## src/rtl/regfile_writeback.sv

```systemverilog
// rtl/regfile_writeback.sv - register file writeback arbiter with load FIFO and RAW scoreboard
module regfile_writeback #(
    parameter int DEPTH        = 4,
    parameter int STARVE_LIMIT = 3
) (
    input  logic                      clk,
    input  logic                      rst,
    input  logic                      alu_valid,
    output logic                      alu_ready,
    input  logic [4:0]                alu_rd,
    input  logic [31:0]               alu_data,
    input  logic                      mem_valid,
    output logic                      mem_ready,
    input  logic [4:0]                mem_rd,
    input  logic [31:0]               mem_data,
    input  logic                      issue_valid,
    input  logic [4:0]                issue_rd,
    output logic [31:0]               busy,
    output logic [$clog2(DEPTH):0]    fifo_count,
    output logic                      wr_ena,
    output logic [4:0]                wr_addr,
    output logic [31:0]               wr_data
);

    localparam int AW = $clog2(DEPTH);
    localparam int CW = AW + 1;
    localparam int SW = (STARVE_LIMIT < 2) ? 1 : $clog2(STARVE_LIMIT + 1);

    logic [4:0]    fifo_rd  [DEPTH];
    logic [31:0]   fifo_dat [DEPTH];
    logic [AW-1:0] head;
    logic [AW-1:0] tail;
    logic [SW-1:0] starve;
    logic [SW-1:0] starve_d;
    logic          alu_ready_d;

    logic          fifo_empty;
    logic          fifo_full;
    logic          push;
    logic          pop;
    logic          alu_win;
    logic [4:0]    head_rd;
    logic [31:0]   head_dat;
    logic [31:0]   set_mask;
    logic [31:0]   clr_mask;

    assign fifo_empty = (fifo_count == '0);
    assign fifo_full  = (fifo_count == CW'(DEPTH));
    assign mem_ready  = !fifo_full;
    assign push       = mem_valid && mem_ready;
    assign head_rd    = fifo_rd[head];
    assign head_dat   = fifo_dat[head];

    // Arbitration: a forced cycle (alu_ready low) always drains the FIFO head,
    // otherwise the ALU has priority and the FIFO takes idle cycles.
    always_comb begin
        alu_win = alu_valid && alu_ready;
        pop     = !fifo_empty && (!alu_ready || !alu_valid);
    end

    // Starvation tracking: count ALU wins over a waiting load; on the limit,
    // withhold alu_ready for one cycle so the FIFO head is guaranteed a slot.
    always_comb begin
        starve_d    = starve;
        alu_ready_d = 1'b1;
        if (pop || fifo_empty) begin
            starve_d = '0;
        end else if (alu_win) begin
            if (starve == SW'(STARVE_LIMIT - 1)) begin
                starve_d    = '0;
                alu_ready_d = 1'b0;
            end else begin
                starve_d = starve + SW'(1);
            end
        end
    end

    // Scoreboard update masks; register x0 never has a bit.
    always_comb begin
        set_mask = '0;
        clr_mask = '0;
        if (issue_valid && (issue_rd != 5'd0)) begin
            set_mask = 32'd1 << issue_rd;
        end
        if (pop && (head_rd != 5'd0)) begin
            clr_mask = 32'd1 << head_rd;
        end
    end

    // Load FIFO storage; contents need no reset because occupancy gates every read.
    always_ff @(posedge clk) begin
        if (push) begin
            fifo_rd[tail]  <= mem_rd;
            fifo_dat[tail] <= mem_data;
        end
    end

    // FIFO pointers and occupancy; pointers wrap naturally at power-of-two depth.
    always_ff @(posedge clk or negedge rst) begin
        if (!rst) begin
            head       <= '0;
            tail       <= '0;
            fifo_count <= '0;
        end else begin
            if (push) begin
                tail <= tail + AW'(1);
            end
            if (pop) begin
                head <= head + AW'(1);
            end
            case ({push, pop})
                2'b10:   fifo_count <= fifo_count + CW'(1);
                2'b01:   fifo_count <= fifo_count - CW'(1);
                default: fifo_count <= fifo_count;
            endcase
        end
    end

    // Starvation counter and the registered ALU handshake.
    always_ff @(posedge clk or negedge rst) begin
        if (!rst) begin
            starve    <= '0;
            alu_ready <= 1'b1;
        end else begin
            starve    <= starve_d;
            alu_ready <= alu_ready_d;
        end
    end

    // Scoreboard: a new issue wins over a same-cycle retirement of the same register.
    always_ff @(posedge clk or negedge rst) begin
        if (!rst) begin
            busy <= '0;
        end else begin
            busy <= ((busy & ~clr_mask) | set_mask) & ~32'd1;
        end
    end

    // Register file write port: one cycle after the winning result; x0 is swallowed.
    always_ff @(posedge clk or negedge rst) begin
        if (!rst) begin
            wr_ena  <= 1'b0;
            wr_addr <= '0;
            wr_data <= '0;
        end else if (pop) begin
            wr_ena  <= (head_rd != 5'd0);
            wr_addr <= head_rd;
            wr_data <= head_dat;
        end else if (alu_win) begin
            wr_ena  <= (alu_rd != 5'd0);
            wr_addr <= alu_rd;
            wr_data <= alu_data;
        end else begin
            wr_ena  <= 1'b0;
        end
    end

endmodule

```

## config.mk

```make
export PLATFORM = sky130hd
export DESIGN_NAME = regfile_writeback
export DESIGN_NICKNAME = d
export VERILOG_FILES = /design/src/rtl/regfile_writeback.sv
export SDC_FILE = /design/constraint.sdc
export NUM_CORES = 1
export LEC_CHECK = 0
export ABC_CLOCK_PERIOD_IN_PS = 4250
export CELL_PAD_IN_SITES_DETAIL_PLACEMENT = 1
export CELL_PAD_IN_SITES_GLOBAL_PLACEMENT = 2
export CORE_MARGIN = 3
export CORE_UTILIZATION = 40
export DETAILED_ROUTE_END_ITERATION = 7
export GPL_ROUTABILITY_DRIVEN = 0
export HOLD_SLACK_MARGIN = 0.05
export PLACE_DENSITY_LB_ADDON = 0.1
export SLEW_MARGIN = 20
export SYNTH_ARGS = -nofsm -noshare
export SYNTH_HDL_FRONTEND = slang
export SYNTH_SLANG_ARGS = --single-unit
export TNS_END_PERCENT = 10
```

## constraint.sdc

```tcl
create_clock -name clk -period 4.25 [get_ports clk]
set_clock_uncertainty 0.05 [all_clocks]
set_input_delay 0.6375 -clock clk [delete_from_list [all_inputs] [get_ports clk]]
set_output_delay 0.6375 -clock clk [all_outputs]
set_load 0.01 [all_outputs]
```

==> results of run 1 <==
placed cells by master (no fill, tap or decap), types with 4 or more instances in the layout:
| master | instances |
|---|---|
| sky130_fd_sc_hd__clkdlybuf4s50_1 | 156 |
| sky130_fd_sc_hd__a31oi_1 | 15 |
| sky130_fd_sc_hd__nor3_1 | 4 |
| sky130_fd_sc_hd__buf_4 | 7 |
| sky130_fd_sc_hd__clkbuf_16 | 24 |
| sky130_fd_sc_hd__a21oi_1 | 47 |
| sky130_fd_sc_hd__clkinv_2 | 4 |
| sky130_fd_sc_hd__nand2_1 | 55 |
| sky130_fd_sc_hd__o21ai_0 | 37 |
| sky130_fd_sc_hd__mux4_2 | 35 |
| sky130_fd_sc_hd__xor2_1 | 4 |
| sky130_fd_sc_hd__clkinv_1 | 9 |
| sky130_fd_sc_hd__clkbuf_1 | 5 |
| sky130_fd_sc_hd__ha_1 | 5 |
| sky130_fd_sc_hd__inv_1 | 6 |
| sky130_fd_sc_hd__edfxtp_1 | 148 |
| sky130_fd_sc_hd__nor2_1 | 5 |
| sky130_fd_sc_hd__mux2i_1 | 38 |
| sky130_fd_sc_hd__dfrtp_1 | 76 |
| sky130_fd_sc_hd__and4b_1 | 4 |
| sky130_fd_sc_hd__a41oi_1 | 16 |
flip-flops by register name, indices dropped and copies added (netlist names):
name and flops:
starve 2, fifo_count 3, wr_data 32, busy 31, wr_ena 1, tail 2
wr_addr 5, alu_ready 1, fifo_dat 128, fifo_rd 20, head 2
kinds of logic after synthesis:
kind of cell | after synthesis | synth area share, %
flops | 227 | 69.9
simple gates | 93 | 5.58
fa+ha+maj | 6 | 0.898
xor+xnor | 6 | 0.572
compound gates | 117 | 7.31
other cells | 1 | 0.0408
mux | 76 | 13.4
buf+inv | 51 | 2.34
power by group through the flow:
stage | combinational (uW) | sequential (uW) | clock [uW]
finish | 2800 | 3350 | 1890
CTS | 2860 | 3360 | 1940
global route | 3070 | 3430 | 2030
floorplan | 1540 | 3420 | 0
detailed placement | 2850 | 3400 | 0
global placement | 2780 | 3350 | 0
critical path, cell delays in order, from the launching register on:
cell                              delay, ps
sky130_fd_sc_hd__dfrtp_1                450
sky130_fd_sc_hd__or3b_1                 490
sky130_fd_sc_hd__clkdlybuf4s50_1        520
area by class of cell:
cell class / instances / area [sq um] / share of cell area [%]
Antenna cell: 1 / 2.50 / 0.0214
Sequential cell: 227 / 6420 / 54.9
Timing Repair Buffer: 164 / 1630 / 13.9
Multi-Input combinational cell: 299 / 2580 / 22.0
Clock inverter: 14 / 70.1 / 0.598
Inverter: 6 / 22.5 / 0.192
Tap cell: 280 / 350 / 2.99
Clock buffer: 30 / 633 / 5.41
layer usage:
metal | wire length [um] | GRT usage, % | vias up | part of all wire, %
met1 | 9200 | 23.6 | 2831 | 42
met4 | 497 | 4.34 | 4 | 2.3
met3 | 1270 | 3.91 | 42 | 5.8
met5 | 32 | 0 | - | 0.15
li1 | - | - | 2527 | -
met2 | 10900 | 30.3 | 155 | 50
how the worst max path moves through the flow:
stage	cells after the start	end	slack (ps)
after floorplan	10	fifo_count[2]	1820
after global placement	9	fifo_count[2]	1200
after detailed placement	9	fifo_count[2]	1070
after CTS	2	mem_ready	1560
after global routing	9	fifo_count[2]	1420
final	2	mem_ready	1580
through the flow:
stage               hold WS, ps  std cells  total power (uW)  cell area [sq um]
finish                      128       1021              8040              11700
floorplan                   292        577              4960               9190
CTS                         314       1020              8170              11700
detailed placement          380        976              6250              11000
global placement            363        976              6130              11000
global route                182       1020              8530              11700
==> metrics list, run 1 <==
- The run finished with clean final reports.
* Required time at the endpoint of the critical path: 3560 ps
- Max-cap violations in this run came to 0.
- Kind of critical path: reg -> out
- Maximum level of the CTS H-tree: 1
- Mean post-synth cell area: 15.9 sq um
* Top area cells in the synthesized netlist: sky130_fd_sc_hd__edfxtp_1 48%, sky130_fd_sc_hd__dfrtp_1 21%, sky130_fd_sc_hd__mux4_2 8.6%, sky130_fd_sc_hd__mux2i_1 4.1%, sky130_fd_sc_hd__a21oi_1 2.6%
- Detailed Place HPWL: 13900 um
- The worst hold path belongs to the class in -> async.
- In the routed layout, each cell is associated on average with a via count of 5.44.
- Setup repair after global routing missed its margin: false
* Setup slack of the most critical reg-to-reg path: 1620 ps
- CTS sink count: 227
* Die Width: 158 um
- The most used flip-flop cell after synthesis is sky130_fd_sc_hd__edfxtp_1.
- Sequential element share of the synthesized area: a little over two thirds
* Net switching power of the design: about 2600 uW
* Vias in the first global route: around 6000
* Syn Std Cell Area: 9190 sq um
- At the pin with the least slew margin, the transition time is ~1100 ps.
- Area of the core region: 22200 sq um
* Synth top cells by count: 148 x sky130_fd_sc_hd__edfxtp_1, 78 x sky130_fd_sc_hd__dfrtp_1, 55 x sky130_fd_sc_hd__nand2_1
- Number of top-level pins: 159
- The post-route netlist has 12.0% of its cells at a drive strength greater than 1.
- Number of flops mapped to enable cells by yosys: 148
- DIE HEIGHT: roughly 160 um
- The endpoint identified for the worst register-to-register timing path is busy[21].
- The filler cells instantiated in the layout total approximately 2200.
- Final routed wirelength across all metal layers: 21900 um
- The final-report max-slew violation count came to 0.
* Maximum root-to-sink buffer count: 3
* Clock-pin slew on the worst setup and hold paths: 60 ps
- Largest net degree at the start of global routing: 82
- Counting every net in the synthesized netlist gives 667.
- TritonCTS built the clock tree.
- Share of the clock period used by the worst path: 62.7%
- Startpoint of the most critical setup path: fifo_count[0]
* Resized Gates After CTS: 0
- Along the worst path, the maximum fanout reaches 6.
- Synth cell types: 40
- Hold repair after CTS inserted 0 buffers.
- Data arrives at the worst endpoint at 1980 ps.
- Post-route antenna net violation count: 0
- Sum of negative setup slack: 0 ps
* Proportion of synthesized flip-flops having asynchronous set or reset: 34.8%
- The pre-antenna-repair detailed-routing pass consisted of 5 iterations.
* Switching part of the total: 32.0%
- Initial standard-cell utilization of the core: 41.4%
- Category of the worst setup path launch point: flip-flop
* Mapped Cells: 577
* TritonCTS Buffers: 24
- Detailed-route wire length per cell: 21.4 um
* Max-slew headroom: 28.1%
* Overall die area: 24800 sq um
- Of the post-synthesis cell area, the dominant cell type holds 48.3%.
- For this block, the initial DRC count from the detailed router was 225.
- Int Pwr: 5470 uW
* Worst setup slack before clock tree synthesis: 1070 ps
- Combined global-route utilization of all metal layers: 17.8%
- The biggest area contributor in the post-synthesis netlist is sky130_fd_sc_hd__edfxtp_1.
- Worst path setup slack after routing: 1580 ps
- Summed over all layers, the global routing overflow is 0.
* Clock root cell: sky130_fd_sc_hd__clkbuf_16
* Wire length of the first global-routing pass: 34300 um
- Minimum clock period: roughly 2700 ps
* Cell Rows: 54
- After synthesis the netlist holds a flip-flop and latch count of 227.
* Kind of end point of the critical path: output pin
- Registers are responsible for 41.7% of the overall power.
- Critical register-to-register path startpoint: head[1]
* Count of buffers added by post-CTS timing repair for setup: 0
- The count of final hold-check violations was 0.
* Number of setup violations in the final report: 0
- Post-layout util: between 50% and 60%
- Clk network pwr share: 23.5%
- The final route contains about 5600 vias.
* Net count of the finished layout: 812
* DR DRC count: 0
- Clock insertion delay at the later pin of the skew report: 520 ps
- Among all cell types in the netlist, the one instantiated most often is sky130_fd_sc_hd__edfxtp_1.
- Number of port buffers: 157
- Warning count from the yosys run: 0
* Fmax: 0.375 GHz
- Synth-to-layout area growth: 27.4%
* Leak: 0.00413 uW
- Combinational logic burns a little over a third of the power.
* Power per cell area: between 600 and 700 nW/um^2
* Worst IR drop on VDD: 0.414 mV
- Measured in cells, the most critical reg-to-reg path has a length of 4.
- Antenna violations before repair: 2
Note: power is estimated with default switching activity, not from simulation.
==> inputs of run 2 (changes only) <==
ABC_CLOCK_PERIOD_IN_PS = 2370   (was 4250)
CORE_UTILIZATION = 34   (was 40)
clock period = 2.37 ns   (was 4.25 ns; I/O delays follow)
==> run 2 against run 1 <==
Against the previous run:
- wire length rose by 5.5%
- cell area rose by 3.9%
- register-to-register slack worse by 1500 ps
- final cell count up 7.9%
- combinational power grew 90%
- flip-flop and latch count stayed put
- first-iteration DRC count increased by 83%
- critical path depth is 7 higher
- die area increased by 17%
- highest routed layer unchanged
==> metrics list, run 2 (synthesized netlist as in run 1, its figures left out) <==
* Initial standard-cell utilization of the core: 34.9%
- Leaving out fill and tap cells, the most frequent cell in the layout is sky130_fd_sc_hd__clkdlybuf4s50_1.
* Number of pins exceeding their max-slew limit in the final report: 0
* Worst hold-check slack: 228 ps
- Worst path setup slack after routing: 164 ps
- The clock period could shrink to 2210 ps.
- Detailed Place HPWL: 15200 um
- CTS built an H-tree with a depth of 1.
- Reported max-cap violation count: 0
- From synthesis to final layout, the design area changed by 32.3%.
- Overall die area: slightly below 30000 sq um
- TritonCTS Buffers: 26
* Final routed wirelength across all metal layers: about 23000 um
- The total overflow left after global routing is 0.
- The initial antenna violation count is 2.
- The flow ran to the end, and the final reports show no timing, DRC or antenna violations.
- Fraction of final layout cells with drive strength greater than 1: 15.5%
* Wire length of the first global-routing pass: approximately 36000 um
- In this run the static leakage power is 0.00433 uW.
- For this run, the post-layout net count is 836.
* Combined global-route utilization of all metal layers: about 16%
* Count of buffers added by post-CTS timing repair for setup: 0
- The first routing iteration left 411 violations.
- Counting the fill cells in the layout gives 2574.
- Setup repair after global routing missed its margin: false
* Final non-filler cell total: between 1000 and 1500
- Routed via count: between 5000 and 6000
- STA puts the critical path data arrival time at between 2000 and 3000 ps.
- After layout, the design draws a total of 15100 uW.
- Critical register-to-register path startpoint: fifo_count[0]
- Counting tap cells, the placed design contains a total of 1052 instances.
* Max-slew headroom: 44.2%
- Dividing the final minimum period by the clock period gives between 90 and 100%.
* Clock-pin slew on the worst setup and hold paths: 60 ps
- Detailed-routing iteration count for the pre-antenna-repair pass: 4
* DIE HEIGHT: between 150 and 200 um
- In this run the deepest clock path goes through 3 buffers.
* Number of setup violations in the final report: 0
- The worst hold path belongs to the class in -> async.
- Detailed-route wire length per cell: ~21 um
- Worst r2r path cells: 9
- Worst-Margin Slew: 817 ps
* Area of the core region: 26400 sq um
- Worst IR drop on VDD: 0.586 mV
* Clock root cell: sky130_fd_sc_hd__clkbuf_16
- The top cell types in the final layout, fill and taps aside, are 155 x sky130_fd_sc_hd__clkdlybuf4s50_1, 148 x sky130_fd_sc_hd__edfxtp_1, 76 x sky130_fd_sc_hd__dfrtp_1.
- Worst setup slack before clock tree synthesis: 29.0 ps
- Setup slack of the most critical reg-to-reg path: 160 ps
- DR DRC count: 0
- The critical path in this run is classified as reg -> reg.
- Of all nets on the critical path, the largest fanout is 3.
* Biggest register: fifo_dat
- Timing would allow up to 0.453 GHz.
- Power per cell area: 1250 nW/um^2
- For the worst-skew pair, the clock arrives at the later sink with an insertion delay of ~540 ps.
- Die Width: 170 um
- For the final routed database, the setup TNS stands at 0 ps.
- Ratio of routed vias to standard cells: 5.17
* Post-route antenna net violation count: 0
- The register with the most flip-flops in the layout has 128 of them.
- Number of top-level pins: 159
- The count of final hold-check violations is 0.
- STA classifies the critical path startpoint as a flip-flop.
* Number of port buffers: 157
- Kind of end point of the critical path: flip-flop
- Cell Rows: slightly below 60
- FF-to-FF End: fifo_count[2]
- CTS sink count: ~230
- In the final layout, the registers with the most flip-flops are fifo_dat x128, wr_data x32, busy x31.
- Entering global routing, the biggest net connects 81 pins.
- Vias in the first global route: 6356
- For the worst setup path, the data required time is 2760 ps.
- CTS tree: built
[run 2: metrics by stage]
stage | area [sq um] | utilization (%)
floorplan | 9190 | -
global placement | 11300 | 42.9
detailed placement | 11300 | 42.9
CTS | 12200 | 46.1
global route | 12200 | 46.1
finish | 12200 | 46.1
[run 2: final cells by class]
cell class / instances / area [sq um] / share of cell area (%)
Multi-Input combinational cell: 299 / 2570 / 21.2
Clock inverter: 12 / 113 / 0.926
Inverter: 6 / 22.5 / 0.185
Sequential cell: 227 / 6430 / 52.8
Timing Repair Buffer: 186 / 1880 / 15.4
Tap cell: 335 / 419 / 3.45
Clock buffer: 36 / 728 / 5.99
Antenna cell: 1 / 2.50 / 0.0206
[run 2: what timing repair did]
action,4_1_cts,5_1_grt
pin swaps,0,1
setup endpoints to repair,1,1
endpoints found under the hold margin,59,0
hold buffers,1,0
gates resized for setup,1,2
[run 2: worst max-delay path, cell delays in order (launching register included)]
cell and delay (ps):
sky130_fd_sc_hd__dfrtp_1 380, sky130_fd_sc_hd__or3b_4 410, sky130_fd_sc_hd__and2_4 180, sky130_fd_sc_hd__inv_1 60, sky130_fd_sc_hd__ha_1 180, sky130_fd_sc_hd__inv_1 60, sky130_fd_sc_hd__fa_1 370, sky130_fd_sc_hd__xor2_1 150
sky130_fd_sc_hd__nor2_1 120, sky130_fd_sc_hd__xor2_1 170
[run 2: per-layer routing]
layer / track usage [%] / up-vias / routed length (um) / share of wire, %
met5: 0 / - / 29 / 0.13
met4: 3.99 / 4 / 536 / 2.3
met3: 3.39 / 42 / 1240 / 5.3
met2: 27.9 / 154 / 11600 / 50
met1: 20.9 / 2921 / 9700 / 42
li1: - / 2578 / - / -
[run 2: worst max path at each step]
stage                  startpoint       endpoint  slack [ps]
floorplan           fifo_count[0]  fifo_count[2]          80
global placement        alu_valid  fifo_count[2]         100
detailed placement      alu_valid  fifo_count[2]          30
CTS                 fifo_count[0]  fifo_count[2]         100
global route        fifo_count[0]  fifo_count[2]           8
finish              fifo_count[0]  fifo_count[2]         160
[run 2: report_power, final]
part           internal (uW)  total, uW  switching (uW)
registers               5410       5970             559
logic                   2700       5330            2620
clock network           2270       3850            1580
total                  10400      15100            4770
